**src/rtl/bus_arbiter.sv**
```systemverilog
// N-requester system-bus arbiter: registered one-hot grant, hold-while-busy, one-cycle turnaround.
// Optional grant watchdog built only when BUS_ARB_TIMEOUT_EN is defined.

module bus_arb_slot #(
   parameter int ID_W = 2,
   parameter int IDX  = 0,
   parameter int EN   = 1
) (
   input  logic            req,
   input  logic [ID_W-1:0] rr_ptr,
   output logic            req_hi
);

   // Request at or above the round-robin pointer; these take precedence over wrapped ones.
   assign req_hi = (EN != 0) && req && (ID_W'(IDX) >= rr_ptr);

endmodule

module bus_arbiter #(
   parameter int NUM_REQ        = 3,
   parameter int ROUND_ROBIN    = 1,
   parameter int TIMEOUT_CYCLES = 256,
   parameter int ID_W           = $clog2(NUM_REQ)
) (
   input  logic               clk,
   input  logic               reset,
   input  logic [NUM_REQ-1:0] in_reqcyc,
   input  logic [NUM_REQ-1:0] in_busy,
   output logic [NUM_REQ-1:0] out_grant,
   output logic               out_grant_valid,
   output logic [ID_W-1:0]    out_grant_id,
   output logic               out_bus_busy,
   output logic               out_timeout
);

   typedef enum logic [1:0] {IDLE, GRANT, HOLD, RELEASE} state_t;

   if (NUM_REQ < 2 || NUM_REQ > 16) begin : g_bad_num_req
      $error("bus_arbiter: NUM_REQ must be 2..16");
   end
   if (TIMEOUT_CYCLES < 1) begin : g_bad_timeout
      $error("bus_arbiter: TIMEOUT_CYCLES must be >= 1");
   end

   state_t               state_q, state_n;
   logic [NUM_REQ-1:0]   grant_q, grant_n;
   logic [ID_W-1:0]      gid_q, gid_n;
   logic [ID_W-1:0]      rr_ptr, ptr_n, ptr_rel;
   logic                 valid_q;
   logic                 to_q, to_n;
   logic                 armed_q;
   logic                 rel;
   logic                 own_busy, own_req;
   logic                 wd_expired;
   logic [NUM_REQ-1:0]   req_hi, req_sel, win_oh;
   logic [ID_W-1:0]      win_id;

   for (genvar i = 0; i < NUM_REQ; i++) begin : g_slot
      bus_arb_slot #(.ID_W(ID_W), .IDX(i), .EN(ROUND_ROBIN)) u_slot (
         .req    (in_reqcyc[i]),
         .rr_ptr (rr_ptr),
         .req_hi (req_hi[i])
      );
   end

   // Lowest set bit of the pointer-masked set, falling back to the wrapped set.
   assign req_sel = (|req_hi) ? req_hi : in_reqcyc;
   assign win_oh  = req_sel & (~req_sel + NUM_REQ'(1));

   always_comb begin
      win_id = '0;
      for (int i = 0; i < NUM_REQ; i++) begin
         if (win_oh[i]) win_id = ID_W'(i);
      end
   end

   // grant_q is zero outside GRANT/HOLD, so masking with it selects only the owner.
   assign own_busy = |(in_busy & grant_q);
   assign own_req  = |(in_reqcyc & grant_q);
   assign ptr_rel  = (gid_q == ID_W'(NUM_REQ - 1)) ? '0 : gid_q + ID_W'(1);

`ifdef BUS_ARB_TIMEOUT_EN
   localparam int CW = $clog2(TIMEOUT_CYCLES + 1);
   logic [CW-1:0] wd_cnt;

   always_ff @(posedge clk or negedge reset) begin
      if (!reset)                wd_cnt <= '0;
      else if (state_q != GRANT) wd_cnt <= '0;
      else                       wd_cnt <= wd_cnt + CW'(1);
   end

   assign wd_expired = (wd_cnt == CW'(TIMEOUT_CYCLES - 1));
`else
   assign wd_expired = 1'b0;
`endif

   always_comb begin
      state_n = state_q;
      grant_n = grant_q;
      gid_n   = gid_q;
      ptr_n   = rr_ptr;
      to_n    = 1'b0;
      rel     = 1'b0;
      case (state_q)
         IDLE: begin
            // armed_q holds off arbitration on the first edge after reset release.
            if (armed_q && |in_reqcyc) begin
               state_n = GRANT;
               grant_n = win_oh;
               gid_n   = win_id;
            end
         end
         GRANT: begin
            if (own_busy)        state_n = HOLD;
            else if (!own_req)   rel = 1'b1;
            else if (wd_expired) begin
               rel  = 1'b1;
               to_n = 1'b1;
            end
         end
         HOLD: begin
            if (!own_busy) rel = 1'b1;
         end
         RELEASE: begin
            if (|in_reqcyc) begin
               state_n = GRANT;
               grant_n = win_oh;
               gid_n   = win_id;
            end else begin
               state_n = IDLE;
            end
         end
         default: state_n = IDLE;
      endcase
      // Pointer moves on entry to RELEASE so that cycle's arbitration already sees it.
      if (rel) begin
         state_n = RELEASE;
         grant_n = '0;
         gid_n   = '0;
         if (ROUND_ROBIN != 0) ptr_n = ptr_rel;
      end
   end

   always_ff @(posedge clk or negedge reset) begin
      if (!reset) begin
         state_q <= IDLE;
         grant_q <= '0;
         gid_q   <= '0;
         rr_ptr  <= '0;
         valid_q <= 1'b0;
         to_q    <= 1'b0;
         armed_q <= 1'b0;
      end else begin
         state_q <= state_n;
         grant_q <= grant_n;
         gid_q   <= gid_n;
         rr_ptr  <= ptr_n;
         valid_q <= |grant_n;
         to_q    <= to_n;
         armed_q <= 1'b1;
      end
   end

   assign out_grant       = grant_q;
   assign out_grant_valid = valid_q;
   assign out_grant_id    = gid_q;
   assign out_bus_busy    = own_busy;
   assign out_timeout     = to_q;

endmodule

```
**config.mk**
```make
export PLATFORM = sky130hd
export DESIGN_NAME = bus_arbiter
export DESIGN_NICKNAME = d
export VERILOG_FILES = /design/src/rtl/bus_arbiter.sv
export SDC_FILE = /design/constraint.sdc
export NUM_CORES = 1
export LEC_CHECK = 0
export ABC_AREA = 1
export CORE_UTILIZATION = 44
export CTS_CLUSTER_SIZE = 24
export DETAILED_ROUTE_END_ITERATION = 8
export GPL_TIMING_DRIVEN = 0
export PLACE_DENSITY = 0.73
export SETUP_SLACK_MARGIN = 0.3
export SLEW_MARGIN = 10
export SYNTH_ARGS = -nofsm -noshare
export SYNTH_HDL_FRONTEND = slang
export SYNTH_SLANG_ARGS = --single-unit
```
**constraint.sdc**
```tcl
create_clock -name clk -period 1.4 [get_ports clk]
set_input_delay 0.21 -clock clk [delete_from_list [all_inputs] [get_ports clk]]
set_output_delay 0.21 -clock clk [all_outputs]
set_load 0.05 [all_outputs]
```
Yosys cells after proc, flatten, opt, wreduce, memory -nomap -nowiden
Cells that the tools add are included.
{"block": "op_classes", "magnitude_cmp": 3, "n_reduce_logical": 14, "add_sub_neg": 2, "n_eq_ne": 7, "bitwise": 4, "mux": 21}
{"op": "$mux 2", "count": 8}
{"op": "$reduce_or 3->1", "count": 5}
{"op": "$mux 3", "count": 4}
{"op": "$and 3x3->3", "count": 3}
{"op": "$ne 3x3->1 const B", "count": 3}
{"op": "$eq 2x2->1 const B", "count": 3}
{"op": "$pmux 2 s3", "count": 1}
{"op": "$pmux 3 s2", "count": 1}
{"op": "$reduce_and 3->1", "count": 2}
{"op": "$mux 1", "count": 5}
{"op": "$ge 1x2->1 const A", "count": 2}
{"op": "$logic_and 1x1->1", "count": 4}
{"op": "$pmux 2 s2", "count": 1}
{"op": "$reduce_bool 4->1", "count": 1}
{"op": "$add 3x1->3 const B", "count": 1}
{"op": "$not 3->3", "count": 1}
{"op": "$reduce_bool 3->1", "count": 1}
{"op": "$add 2x1->2 const B", "count": 1}
{"op": "$eq 2x1->1 const B", "count": 1}
{"op": "$ge 2x2->1 const A", "count": 1}
{"op": "$logic_not 2->1", "count": 1}
{"op": "$pmux 1 s2", "count": 1}
{"block": "totals", "output_inout_bits": 8, "wordCells": 57, "regBits": 11}

Logic depth before layout (Yosys ltp)
{"block": "depth", "depth_word": 12, "ltp_mapped": 10, "depth_no_buf": 9}

By module
Synthesis repeated with hierarchy kept, for this count alone.
{"block": "hier_totals", "hier_cells": 109, "area_unflattened_um2": 740.7}
{"module": "bus_arbiter", "instances": 1, "cells_per_inst": 102, "area_per_inst_um2": 704.4}
{"module": "bus_arb_slot at g_slot[0].u_slot", "instances": 1, "cells_per_inst": 3, "area_per_inst_um2": 13.8}
{"module": "bus_arb_slot at g_slot[2].u_slot", "instances": 1, "cells_per_inst": 2, "area_per_inst_um2": 12.5}
{"module": "bus_arb_slot at g_slot[1].u_slot", "instances": 1, "cells_per_inst": 2, "area_per_inst_um2": 10.0}

Worst setup path before layout
No wires, ideal clock.
{"block": "synth_timing", "kind": "reg-to-reg", "startpoint": "register grant_q[0] (netlist: out_grant[0])", "endpoint": "register state_q[1]", "setup_time_ns": 0.119, "t_arrival_ns": 1.658, "period_less_slack_ns": 1.778, "slack_ns": -0.378, "path_stages_with_launch": 10, "cell_sequence": "dfrtp_1 nand2_1 nand3_2 nor2_4 nand2_4 buf_6 nand3_4 nand2_4 nand2_1 o21ai_2"}
{"block": "synth_via", "elab_cells_between_ends": 13, "classes_between": "eq/ne (2); mux (5); bitwise (2); reduce/logical (4)"}
{"item": "start, declared", "line": "46", "source": "logic [NUM_REQ-1:0] grant_q, grant_n;"}
{"item": "start signal, assigned", "line": "155", "source": "grant_q <= grant_n;"}
{"item": "$and 3x3->3 *", "line": "78", "source": "assign own_busy = |(in_busy & grant_q);"}
{"item": "$reduce_or 3->1 *", "line": "78"}
{"item": "via out_bus_busy", "line": "32", "source": "output logic out_bus_busy,"}
{"item": "$mux 1 (on tied branches)", "line": "122, 114"}
{"item": "$pmux 1 s2", "line": "104", "source": "case (state_q)"}
{"item": "$ne 3x3->1 (no line) / $reduce_bool 4->1 (equally long branches)"}
{"item": "$reduce_and 3->1 (no line)"}
{"item": "end signal, assigned", "line": "154", "source": "state_q <= state_n;"}
{"item": "end, declared", "line": "45", "source": "state_t state_q, state_n;"}
Mark *: on every way through the listed nets, which the timed path passes. The rest lies on a longest branch.
A chain may end at the register's enable or synchronous reset.

Final worst setup path
{"block": "layout_timing", "startpoint": "register state_q[0]", "endpoint": "register valid_q (netlist: out_grant_valid)"}
{"block": "layout_via", "elab_chain_cells": 4, "elab_cells_between_ends": 8, "classes_between": "eq/ne (3); mux (3); reduce/logical (2)"}
{"item": "$eq 2x2->1 (tied with other cells)", "line": "104"}
{"item": "$pmux 3 s2 / $pmux 1 s2 (equally long branches)", "line": "104"}
{"item": "$mux 3 *", "line": "136", "source": "if (rel) begin"}
{"item": "$reduce_or 3->1 *", "line": "158", "source": "valid_q <= |grant_n;"}
{"item": "end signal, assigned", "line": "158"}
{"item": "end, declared", "line": "49", "source": "logic valid_q;"}
Mark *: on every way between the ends. The rest lies on a longest branch, timed or not.

==> summary.md <==
| Metric | Value |
|---|---|
| Post-Synth Simple-Gate Area | `38.3%` |
| Worst skew pair latency | `roughly 0.27 ns` |
| Clock sink count | `11` |
| Vias in the first global route | `788` |
| Row count | `14` |
| WP depth | `9` |
| Num CTS Buffers | `3` |
| Clk_skew | `approximately 0.0053 ns` |
| Final Cell Area | `approximately 1200 um2` |
| Fill count | `107` |
| Reg area | `280 um2` |
| Crit path max fanout | `5` |
| Vias | `about 790` |
| Bufs and invs on worst path | `4` |
| RSZ-0062 raised after global routing | `true` |
| Routability cong. | `roughly 0.8` |
| Outcome | `finished, violations left` |
| H-tree Lvls | `1` |
| Yosys warning count | `0` |
| Largest net degree at the start of global routing | `12` |
| Starting Density | `approximately 50%` |
| Hold WC Path Type | `primary input to asynchronous set/reset pin` |
| R2r endpoint | `out_grant_valid$_DFF_PN0_` |
| Setup violators final | `10` |
| IO Port Bufs | `14` |
| Core Box Area | `around 1600 um2` |
| Fin. max-slew vios | `0` |
| Root Buffer | `clkbuf_4` |
| Reg2reg start | `state_q[0]$_DFFE_PN0P_` |
| Largest family of logic cells by synthesized area | `simple AND/OR/NAND/NOR gates` |
| Gr usage total | `24.6%` |
| Final Hold Vio Count | `0` |
| Max incr delay on CP | `roughly 0.4 ns` |
| Final WL | `between 2000 and 2500 um` |
| Post-synthesis cell area | `783 um2` |
| Iter 0 DRT Violations | `14` |
| Synth Area in XOR/XNOR | `0%` |
| Initial antenna violation count | `0` |
| Worst setup SP type | `register` |
| Mapped Avg Cell Area | `between 7 and 8 um2` |
| FF+latch count, synth | `11` |
| Max cap viols | `0` |
| Worst-path cell chain | `inv_2, ha_4, inv_4, nor2_4, nand2_4, buf_12, buf_16, nand2_4, nand3_2` |
| Critical Path AT | `roughly 1.7 ns` |
| Clk buf depth | `2` |
| Post-synthesis mux area share | `0%` |
| Mapped Cells | `105` |
| TritonCTS clock tree | `done` |
| GRT Residual Overflow | `0` |
| Die width | `44.2 um` |
| Worst hold slack | `~0.26 ns` |
| First-pass GRT wire length | `between 3000 and 4000 um` |
| Final Cycle Share | `109%` |
| Slowest-stage cell, CP | `dfrtp_1` |
| Final net count | `around 150` |
| DIE HEIGHT | `44.2 um` |
| Endpoint class of the critical path | `register` |
| Post-DR vias/cell | `5.30` |
| DIE AREA | `approximately 2000 um2` |
| Failing checks | `negative setup slack` |
| Post-route DRC | `0` |
| Adder-cell share of the synthesized area | `6.39%` |
| PnR worst setup slack | `-0.125 ns` |
| Synth Net Count | `117` |
| CTS Hold Bufs | `0` |
| Area grow syn2layout | `54.8%` |
| Post-route ant nets | `0` |
| R2R setup slack | `-0.12 ns` |
| Netlist cell types | `23` |
| Seq/Total Area, Yosys | `a little over a third` |
| Largest delay share family, worst path | `flip-flops` |
| Pre-Repair DR Iteration Count | `4` |
| Tmin final | `roughly 1.5 ns` |
| Compound-Gate Fraction of Synth Area | `between 10% and 20%` |
| Share of layout cells above drive strength 1 | `a little under half` |
| Most numerous cell on the critical path | `nand2_4` |
| Multi-input gate area | `approximately 550 um2` |
| Max Freq | `0.656 GHz` |
| DP Area | `~960 um2` |
| Boundary pin count | `16` |
| Wire per inst | `15.3 um` |
| Worst-path clk slew | `around 0.07 ns` |
| WP data required | `roughly 1.6 ns` |
| Worst Reg-to-Reg Cells | `9` |
| Ant. Diodes | `0` |
| Critical path class | `register to register` |
| Dpl hpwl | `around 1300 um` |
-- worst reg2reg max path: stages (launching register included) --
cell and delay (ns):
dfrtp_1 0.41, inv_2 0.08, ha_4 0.28, inv_4 0.05, nor2_4 0.09, nand2_4 0.09, buf_12 0.14, buf_16 0.14
nand2_4 0.06, nand3_2 0.07
-- logic make-up after synthesis --
family	count (synthesis)
adders and majority gates	4
AOI/OAI and AO/OA	10
DFF	11
and+or+nand+nor	62
other	2
buffers and inverters	16
-- per-layer routing --
metal  global-route usage, %  wire length (um)  vias to the layer above
met5                       0                 0                        -
met2                    40.9              1180                       20
li1                        -                 -                      379
met1                    31.9               949                      378
met3                    3.27                61                        8
met4                    10.9                68                        0
-- metrics by stage --
stage	worst slack, ns	utilization [%]	instances	setup TNS (ns)
2_1_floorplan	-0.133	-	105	-0.581
3_3_place_gp	-0.456	61.0	135	-2.20
3_5_place_dp	-0.466	61.0	135	-2.55
4_1_cts	-0.0655	75.6	148	-0.419
5_1_grt	-0.166	76.9	148	-1.32
6_report	-0.125	76.9	148	-0.898
-- timing repair --
| action | in CTS | in global routing |
|---|---|---|
| resized for setup | 72 | 13 |
| setup buffers | 8 | 0 |
| gates cloned | 1 | 0 |
| pin swaps | 8 | 2 |
| setup endpoints to repair | 17 | 13 |
-- sequential cells by signal, summed over array words and instances (netlist names) --
signal / cells
out_grant: 3
out_grant_id: 2
rr_ptr: 2
state_q: 2
armed_q: 1
out_grant_valid: 1
-- cell usage after synthesis --
cell	n	share of area, %
inv_1	12	5.8
o21ai_4	1	2.1
buf_6	1	1.4
inv_2	2	0.96
o31ai_2	1	1.6
o21bai_2	1	1.4
nand3_4	1	2.2
buf_4	1	0.96
nand2_2	2	1.6
nor2_4	1	1.4
a21oi_1	1	0.64
nand2_4	2	2.9
nand2_1	37	18
nand3_1	10	6.4
nor2_1	6	2.9
o21ai_1	3	1.9
nand3_2	1	1.3
o21ai_0	2	1.3
dfrtp_1	11	35
ha_1	4	6.4
o21ai_2	1	1.1
conb_1	2	0.96
nand3b_1	2	1.9
-- how the worst max path moves through the flow --
stage                     slack [ns]                         to                    from
after floorplan                -0.13     state_q[1]$_DFFE_PN0P_  out_grant[2]$_DFF_PN0_
after detailed placement       -0.47               out_bus_busy              in_busy[2]
after global placement         -0.46               out_bus_busy              in_busy[2]
after CTS                      -0.07      rr_ptr[0]$_DFFE_PN0N_  state_q[0]$_DFFE_PN0P_
final                          -0.12  out_grant_valid$_DFF_PN0_  state_q[0]$_DFFE_PN0P_
after global routing           -0.17      rr_ptr[0]$_DFFE_PN0N_  state_q[0]$_DFFE_PN0P_
-- cell usage in the layout, fill, tap and decap left out, types with 2 or more instances in the layout --
master	netlist	layout
buf_4	1	7
buf_6	1	6
buf_8	0	2
clkbuf_4	0	3
clkdlybuf4s50_1	0	6
conb_1	2	2
dfrtp_1	11	7
dfrtp_2	0	4
ha_4	0	2
inv_1	12	7
inv_2	2	5
inv_4	0	2
nand2_1	37	25
nand2_2	2	10
nand2_4	2	6
nand3_1	10	8
nand3_2	1	2
nand3_4	1	2
nand3b_1	2	2
nor2_1	6	4
nor2_2	0	2
o21ai_1	3	4
-- cell type report --
| cell class | instances | share of cell area [%] |
|---|---|---|
| plain buffers | 2 | 1.86 |
| multi-input cells | 78 | 45.6 |
| well taps | 16 | 1.65 |
| clock buffers | 4 | 2.17 |
| repair buffers | 23 | 20.8 |
| flip-flops and latches | 11 | 23.1 |
| inverters | 14 | 4.75 |
Power is left out: the tool's default activity adds up to more than one toggle a clock period on the data nets, which glitch-free logic cannot reach.
